`src/rtl/fifo_arb_pkg.sv`:
```
// Shared encodings, default sizes and helpers for the FIFO write-port arbiter.
package fifo_arb_pkg;
  localparam logic [0:0] IDLE  = 1'b0;
  localparam logic [0:0] BURST = 1'b1;

  localparam int NREQ_DEF      = 4;
  localparam int DW_DEF        = 8;
  localparam int MAX_BURST_DEF = 16;

  // Smallest beat-counter width whose range strictly exceeds max_burst.
  function automatic int cw_for(input int max_burst);
    return $clog2(max_burst + 1);
  endfunction

  localparam int CW_DEF = cw_for(MAX_BURST_DEF);
endpackage

```
`src/rtl/fifo_wr_arbiter_if.sv`:
```
// Requester-side and FIFO-side write signals of the arbiter, bundled for port lists.
interface fifo_wr_arbiter_if
  import fifo_arb_pkg::*;
#(
  parameter int NREQ = NREQ_DEF,
  parameter int DW   = DW_DEF
);
  // A beat on requester i moves on the rising edge where req_valid[i] and
  // req_ready[i] are both high; ready never waits on valid. fifo_wr/fifo_d
  // are sampled by the FIFO on that same edge.
  logic [NREQ-1:0]    req_en;
  logic [NREQ-1:0]    req_valid;
  logic [NREQ*DW-1:0] req_data;
  logic [NREQ-1:0]    req_last;
  logic [NREQ-1:0]    req_ready;
  logic               fifo_full;
  logic               fifo_wr;
  logic [DW-1:0]      fifo_d;

  modport master (
    output req_en, req_valid, req_data, req_last, fifo_full,
    input  req_ready, fifo_wr, fifo_d
  );

  modport slave (
    input  req_en, req_valid, req_data, req_last, fifo_full,
    output req_ready, fifo_wr, fifo_d
  );
endinterface

```
`src/rtl/rr_pick.sv`:
```
// Combinational round-robin selector: first set bit of eligible above rr_ptr, wrapping.
module rr_pick
  import fifo_arb_pkg::*;
#(
  parameter int NREQ = NREQ_DEF,
  parameter int IW   = $clog2(NREQ)
) (
  input  logic [NREQ-1:0] eligible,
  input  logic [IW-1:0]   rr_ptr,
  output logic [IW-1:0]   sel,
  output logic            any
);
  always_comb begin
    sel = '0;
    any = 1'b0;
    // Walk from the farthest offset to the nearest so the nearest hit is kept.
    for (int k = NREQ; k >= 1; k--) begin
      if (eligible[IW'((int'(rr_ptr) + k) % NREQ)]) begin
        sel = IW'((int'(rr_ptr) + k) % NREQ);
        any = 1'b1;
      end
    end
  end
endmodule

```
`src/rtl/fifo_wr_arbiter.sv`:
```
// Round-robin burst arbiter sharing the async FIFO write port among NREQ producers.
module fifo_wr_arbiter
  import fifo_arb_pkg::*;
#(
  parameter int NREQ      = NREQ_DEF,
  parameter int DW        = DW_DEF,
  parameter int MAX_BURST = MAX_BURST_DEF,
  parameter int CW        = cw_for(MAX_BURST)
) (
  input  logic             wr_clk_in,
  input  logic             rst,
  fifo_wr_arbiter_if.slave bus,
  output logic [NREQ-1:0]  grant_oh,
  output logic             busy,
  output logic [CW-1:0]    beat_cnt
);
  localparam int IW = (NREQ > 1) ? $clog2(NREQ) : 1;

  logic [0:0]      state;
  logic [IW-1:0]   g_idx;
  logic [IW-1:0]   rr_ptr;
  logic [IW-1:0]   sel;
  logic            any;
  logic            xfer;
  logic            burst_end;
  logic [NREQ-1:0] eligible;

  assign eligible = bus.req_valid & bus.req_en;
  assign busy     = (state == BURST);

  rr_pick #(.NREQ(NREQ), .IW(IW)) u_pick (
    .eligible (eligible),
    .rr_ptr   (rr_ptr),
    .sel      (sel),
    .any      (any)
  );

  // Only the granted requester sees ready, and only while the FIFO has room.
  always_comb begin
    bus.req_ready = '0;
    bus.fifo_d    = '0;
    xfer          = 1'b0;
    if (state == BURST) begin
      for (int i = 0; i < NREQ; i++) begin
        if (g_idx == IW'(i)) begin
          bus.req_ready[i] = ~bus.fifo_full;
          bus.fifo_d       = bus.req_data[i*DW +: DW];
        end
      end
      xfer = bus.req_valid[g_idx] & ~bus.fifo_full;
    end
    bus.fifo_wr = xfer;
    burst_end   = xfer & (bus.req_last[g_idx] | (beat_cnt == CW'(MAX_BURST - 1)));
  end

  always_ff @(posedge wr_clk_in or negedge rst) begin
    if (!rst) begin
      state    <= IDLE;
      g_idx    <= '0;
      rr_ptr   <= IW'(NREQ - 1);
      grant_oh <= '0;
      beat_cnt <= '0;
    end else if (state == IDLE) begin
      if (any) begin
        state    <= BURST;
        g_idx    <= sel;
        rr_ptr   <= sel;
        grant_oh <= NREQ'(1) << sel;
        beat_cnt <= '0;
      end
    end else begin
      if (burst_end) begin
        state    <= IDLE;
        grant_oh <= '0;
        beat_cnt <= '0;
      end else if (xfer) begin
        beat_cnt <= beat_cnt + 1'b1;
      end
    end
  end
endmodule

```
`src/flat_wrapper.sv`:
```
// flat-port wrapper written by rule: the top's interface ports become plain ports
module fifo_wr_arbiter_flat import fifo_arb_pkg::*;
#(
  parameter int NREQ      = NREQ_DEF,
  parameter int DW        = DW_DEF,
  parameter int MAX_BURST = MAX_BURST_DEF,
  parameter int CW        = cw_for(MAX_BURST)
)
  (wr_clk_in, rst, grant_oh, busy, beat_cnt, bus_req_en, bus_req_valid, bus_req_data, bus_req_last, bus_fifo_full, bus_req_ready, bus_fifo_wr, bus_fifo_d);
  fifo_wr_arbiter_if #(.NREQ(NREQ), .DW(DW)) bus_i ();
  input  logic wr_clk_in;
  input  logic rst;
  output logic [NREQ-1:0] grant_oh;
  output logic busy;
  output logic [CW-1:0] beat_cnt;
  input wire logic [$bits(bus_i.req_en)-1:0] bus_req_en;
  input wire logic [$bits(bus_i.req_valid)-1:0] bus_req_valid;
  input wire logic [$bits(bus_i.req_data)-1:0] bus_req_data;
  input wire logic [$bits(bus_i.req_last)-1:0] bus_req_last;
  input wire logic [$bits(bus_i.fifo_full)-1:0] bus_fifo_full;
  output wire logic [$bits(bus_i.req_ready)-1:0] bus_req_ready;
  output wire logic [$bits(bus_i.fifo_wr)-1:0] bus_fifo_wr;
  output wire logic [$bits(bus_i.fifo_d)-1:0] bus_fifo_d;
  assign bus_i.req_en = bus_req_en;
  assign bus_i.req_valid = bus_req_valid;
  assign bus_i.req_data = bus_req_data;
  assign bus_i.req_last = bus_req_last;
  assign bus_i.fifo_full = bus_fifo_full;
  assign bus_req_ready = bus_i.req_ready;
  assign bus_fifo_wr = bus_i.fifo_wr;
  assign bus_fifo_d = bus_i.fifo_d;
  fifo_wr_arbiter #(.NREQ(NREQ), .DW(DW), .MAX_BURST(MAX_BURST), .CW(CW)) u_core (.wr_clk_in(wr_clk_in), .rst(rst), .bus(bus_i), .grant_oh(grant_oh), .busy(busy), .beat_cnt(beat_cnt));
endmodule
```
`config.mk`:
```
export PLATFORM = sky130hd
export DESIGN_NAME = fifo_wr_arbiter_flat
export DESIGN_NICKNAME = d
export VERILOG_FILES = /design/src/rtl/fifo_arb_pkg.sv /design/src/rtl/fifo_wr_arbiter_if.sv /design/src/rtl/rr_pick.sv /design/src/rtl/fifo_wr_arbiter.sv /design/src/flat_wrapper.sv
export SDC_FILE = /design/constraint.sdc
export NUM_CORES = 1
export LEC_CHECK = 0
export ABC_AREA = 1
export BUFFER_PORTS_ARGS = -buffer_cell sky130_fd_sc_hd__buf_2
export CAP_MARGIN = 30
export CORE_MARGIN = 3
export CORE_UTILIZATION = 46
export CTS_CLUSTER_SIZE = 25
export DETAILED_ROUTE_END_ITERATION = 8
export PLACE_DENSITY = 0.81
export SYNTH_ARGS = -nofsm -noshare
export SYNTH_HDL_FRONTEND = slang
export SYNTH_HIERARCHICAL = 1
export SYNTH_SLANG_ARGS = --single-unit
```
`constraint.sdc`:
```
create_clock -name wr_clk_in -period 2.2 [get_ports wr_clk_in]
set_input_delay 0.44 -clock wr_clk_in [delete_from_list [all_inputs] [get_ports wr_clk_in]]
set_output_delay 0.44 -clock wr_clk_in [all_outputs]
set_load 0.005 [all_outputs]
```
==> summary.md <==
| Metric | Value |
|---|---|
| Total Wirelength | `3710 um` |
| Syn Area/Cell | `6.07 um^2` |
| DRC | `0` |
| Via density | `4.93` |
| Clk_lat worst skew | `280 ps` |
| Max-slew headroom | `approximately four fifths` |
| Comb power frac | `65.0%` |
| Clock tree from TritonCTS | `yes` |
| Number of routed nets with antenna violations | `0` |
| Crit. Startpoint | `u_core/g_idx[1]` |
| Period utilization | `92.9%` |
| Final nets | `348` |
| Pre-antenna DRT Iters | `4` |
| Setup violation total in the final timing report | `0` |
| Die Wd | `61.0 um` |
| Worst r2r src | `u_core/rr_ptr[0]` |
| DR WL/cell | `11.3 um` |
| Leakage power total | `1.11 nW` |
| Worst slew pin tran | `309 ps` |
| Max VDD drop | `676 uV` |
| PD cells | `1160 nW/um^2` |
| CP startpoint kind | `flip-flop` |
| Min Tclk post-route | `2040 ps` |
| Post-synthesis cell count | `about 230` |
| Ratio of cells with drive above 1 in the final layout | `36.2%` |
| Distinct cells, synth | `24` |
| Fmax | `489 MHz` |
| Vias in the first global route | `1435` |
| Reg-to-Reg End | `u_core/beat_cnt[2]` |
| Max-slew violation count | `0` |
| Worst-path maximum fanout | `10` |
| Multi-input gate area | `848 um^2` |
| CP endpoint | `bus_fifo_d[0]` |
| Ant diodes | `0` |
| Clock skew | `4.96 ps` |
| Initial Util | `between 40% and 50%` |
| Status | `finished clean` |
| Pin count of the biggest net entering global routing | `15` |
| 1st-iter DRT viols | `117` |
| RSZ-0062 raised after global routing | `false` |
| Core area | `2830 um^2` |
| Worst Reg-to-Reg Cells | `9` |
| Post-synthesis sequential area ratio | `approximately 25%` |
| Setup TNS Final | `0 ps` |
| Mapped Area | `1390 um^2` |
| Worst path arrival time | `1600 ps` |
| Total clock sinks | `14` |
| Ports | `70` |
| DP HPWL | `~3000 um` |
| Post-synth EDFFs | `0` |
| Post-Place Cells | `325` |
| Non-Filler Instances | `329` |
| Syn_nets | `278` |
| Number of CTS-inserted buffers | `3` |
| Synth Flop Type | `dfrtp_1` |
| # fillers | `274` |
| Setup crit end kind | `output port` |
| Max_cap viols | `0` |
| Most frequent cells in the layout | `96 x nand2_1, 69 x buf_2, 29 x inv_1` |
| Int Pwr | `around 1 mW` |
| Seq pwr share | `roughly a quarter` |
| GRT Overall Usage | `20.5%` |
| Cell Rows | `19` |
| WS Path Type | `reg -> out` |
| Final-report hold violation count | `0` |
| CTS root buffer | `clkbuf_4` |
| Commonest non-fill, non-tap cell in the layout | `nand2_1` |
| Die height | `61.0 um` |
| Async S/R FF share, synth | `100%` |
| Number of port buffers | `69` |
| Synth warn | `6` |
| Clk buf depth | `2` |
| Clk pwr share | `under 10%` |
| Flop2flop setup slack | `approximately 420 ps` |
| Psw | `between 1 and 1.5 mW` |
| Worst path required time | `between 1500 and 2000 ps` |
| Register cell area after layout | `around 360 um^2` |
| Net Sw Frac | `51.6%` |
| CTS clk-pin slew, worst paths | `90 ps` |
| # H-tree levels | `1` |
| Gp weighted congestion | `0.829` |
| Die ar. | `approximately 3700 um^2` |
| Initial antenna violation count | `0` |
| Global-route wire length before repair | `between 5000 and 6000 um` |
| HP Class | `in -> async` |
| Gr ovfl total | `0` |
| Via count | `1621` |
| Synth Register Bits | `14` |
| Synth-to-layout area growth | `27.8%` |
-- what timing repair did --
action / CTS / global route
hold buffers: 0 / 0
resized for setup: 0 / 6
setup buffers: 0 / 0
endpoints found under the setup margin: 0 / 5
-- cell type report --
class / count / share of cell area (%)
Multi-Input combinational cell: 175 / 47.7
Sequential cell: 14 / 20.1
Timing Repair Buffer: 70 / 19.9
Inverter: 35 / 8.10
Tap cell: 31 / 2.18
Clock buffer: 4 / 2.04
-- synthesized netlist by cell type (2+ instances only) --
library cell | count | area share [%]
a21oi_1 | 6 | 2.2
buf_6 | 4 | 3.2
dfrtp_1 | 12 | 22
dfstp_2 | 2 | 3.8
ha_1 | 2 | 1.8
inv_1 | 29 | 7.8
inv_2 | 5 | 1.4
nand2_1 | 97 | 26
nand2_2 | 7 | 3.2
nand2_4 | 3 | 2.4
nand3_1 | 14 | 5.0
nor2_1 | 8 | 2.2
nor2_2 | 4 | 1.8
nor3_1 | 4 | 1.4
o211ai_1 | 2 | 1.1
o21ai_0 | 15 | 5.4
o21ai_2 | 6 | 3.8
o221ai_1 | 2 | 1.3
xor2_1 | 2 | 1.3
-- flip-flops by register name (all words and copies together) (netlist names) --
name / flops
u_core/beat_cnt: 5
u_core/busy: 1
u_core/g_idx: 2
u_core/grant_oh: 4
u_core/rr_ptr: 2
-- how the worst min path moves through the flow --
| stage | endpoint | cells after the start | start |
|---|---|---|---|
| 2_1_floorplan | u_core/beat_cnt[0] | 0 | rst |
| 3_3_place_gp | u_core/grant_oh[1] | 1 | rst |
| 3_5_place_dp | u_core/grant_oh[3] | 1 | rst |
| 4_1_cts | u_core/beat_cnt[0] | 1 | rst |
| 5_1_grt | u_core/beat_cnt[0] | 1 | rst |
| 6_report | u_core/grant_oh[1] | 1 | rst |
-- kinds of logic (layout without fill, tap and decap cells) --
kind of cell | after synthesis | after routing | synth area share [%]
flops | 14 | 14 | 25.4
fa+ha+maj | 2 | 2 | 1.80
buf+inv | 40 | 109 | 13.8
xor+xnor | 2 | 2 | 1.26
compound gates | 31 | 31 | 13.7
simple gates | 140 | 140 | 44.1
-- power groups by stage --
| stage | Sequential, mW | Combinational [mW] | Clock, mW |
|---|---|---|---|
| global placement | 0.519 | 1.31 | 0 |
| floorplan | 0.451 | 1.05 | 0 |
| CTS | 0.521 | 1.34 | 0.193 |
| detailed placement | 0.526 | 1.33 | 0 |
| finish | 0.535 | 1.34 | 0.188 |
| global route | 0.562 | 1.54 | 0.202 |
-- layer usage --
layer	GRT usage (%)	part of all wire, %	vias to the layer above
li1	-	-	848
met1	25.7	45	703
met4	3.72	0.27	0
met3	2.34	8.3	2
met5	0	0	-
met2	37.7	47	68
-- worst max-delay path: stages (launching register included) --
cell     delay [ps]
dfrtp_2         480
inv_4           120
nand2_1          90
inv_1           150
nand2_1          70
nand2_1          50
o21ai_0         100
a21oi_1         140
buf_2           120
-- through the flow --
| stage | instance area [um^2] | hold slack, ps | util (%) | power [mW] | setup slack, ps |
|---|---|---|---|---|---|
| floorplan | 1390 | 144 | - | 1.50 | 618 |
| global placement | 1730 | 351 | 61.1 | 1.83 | 439 |
| detailed placement | 1730 | 352 | 61.1 | 1.86 | 422 |
| CTS | 1770 | 41.9 | 62.4 | 2.05 | 99.2 |
| global route | 1780 | 51.0 | 62.8 | 2.30 | 24.4 |
| finish | 1780 | 34.5 | 62.8 | 2.06 | 156 |
No activity file was read; power rests on OpenSTA's default activity.
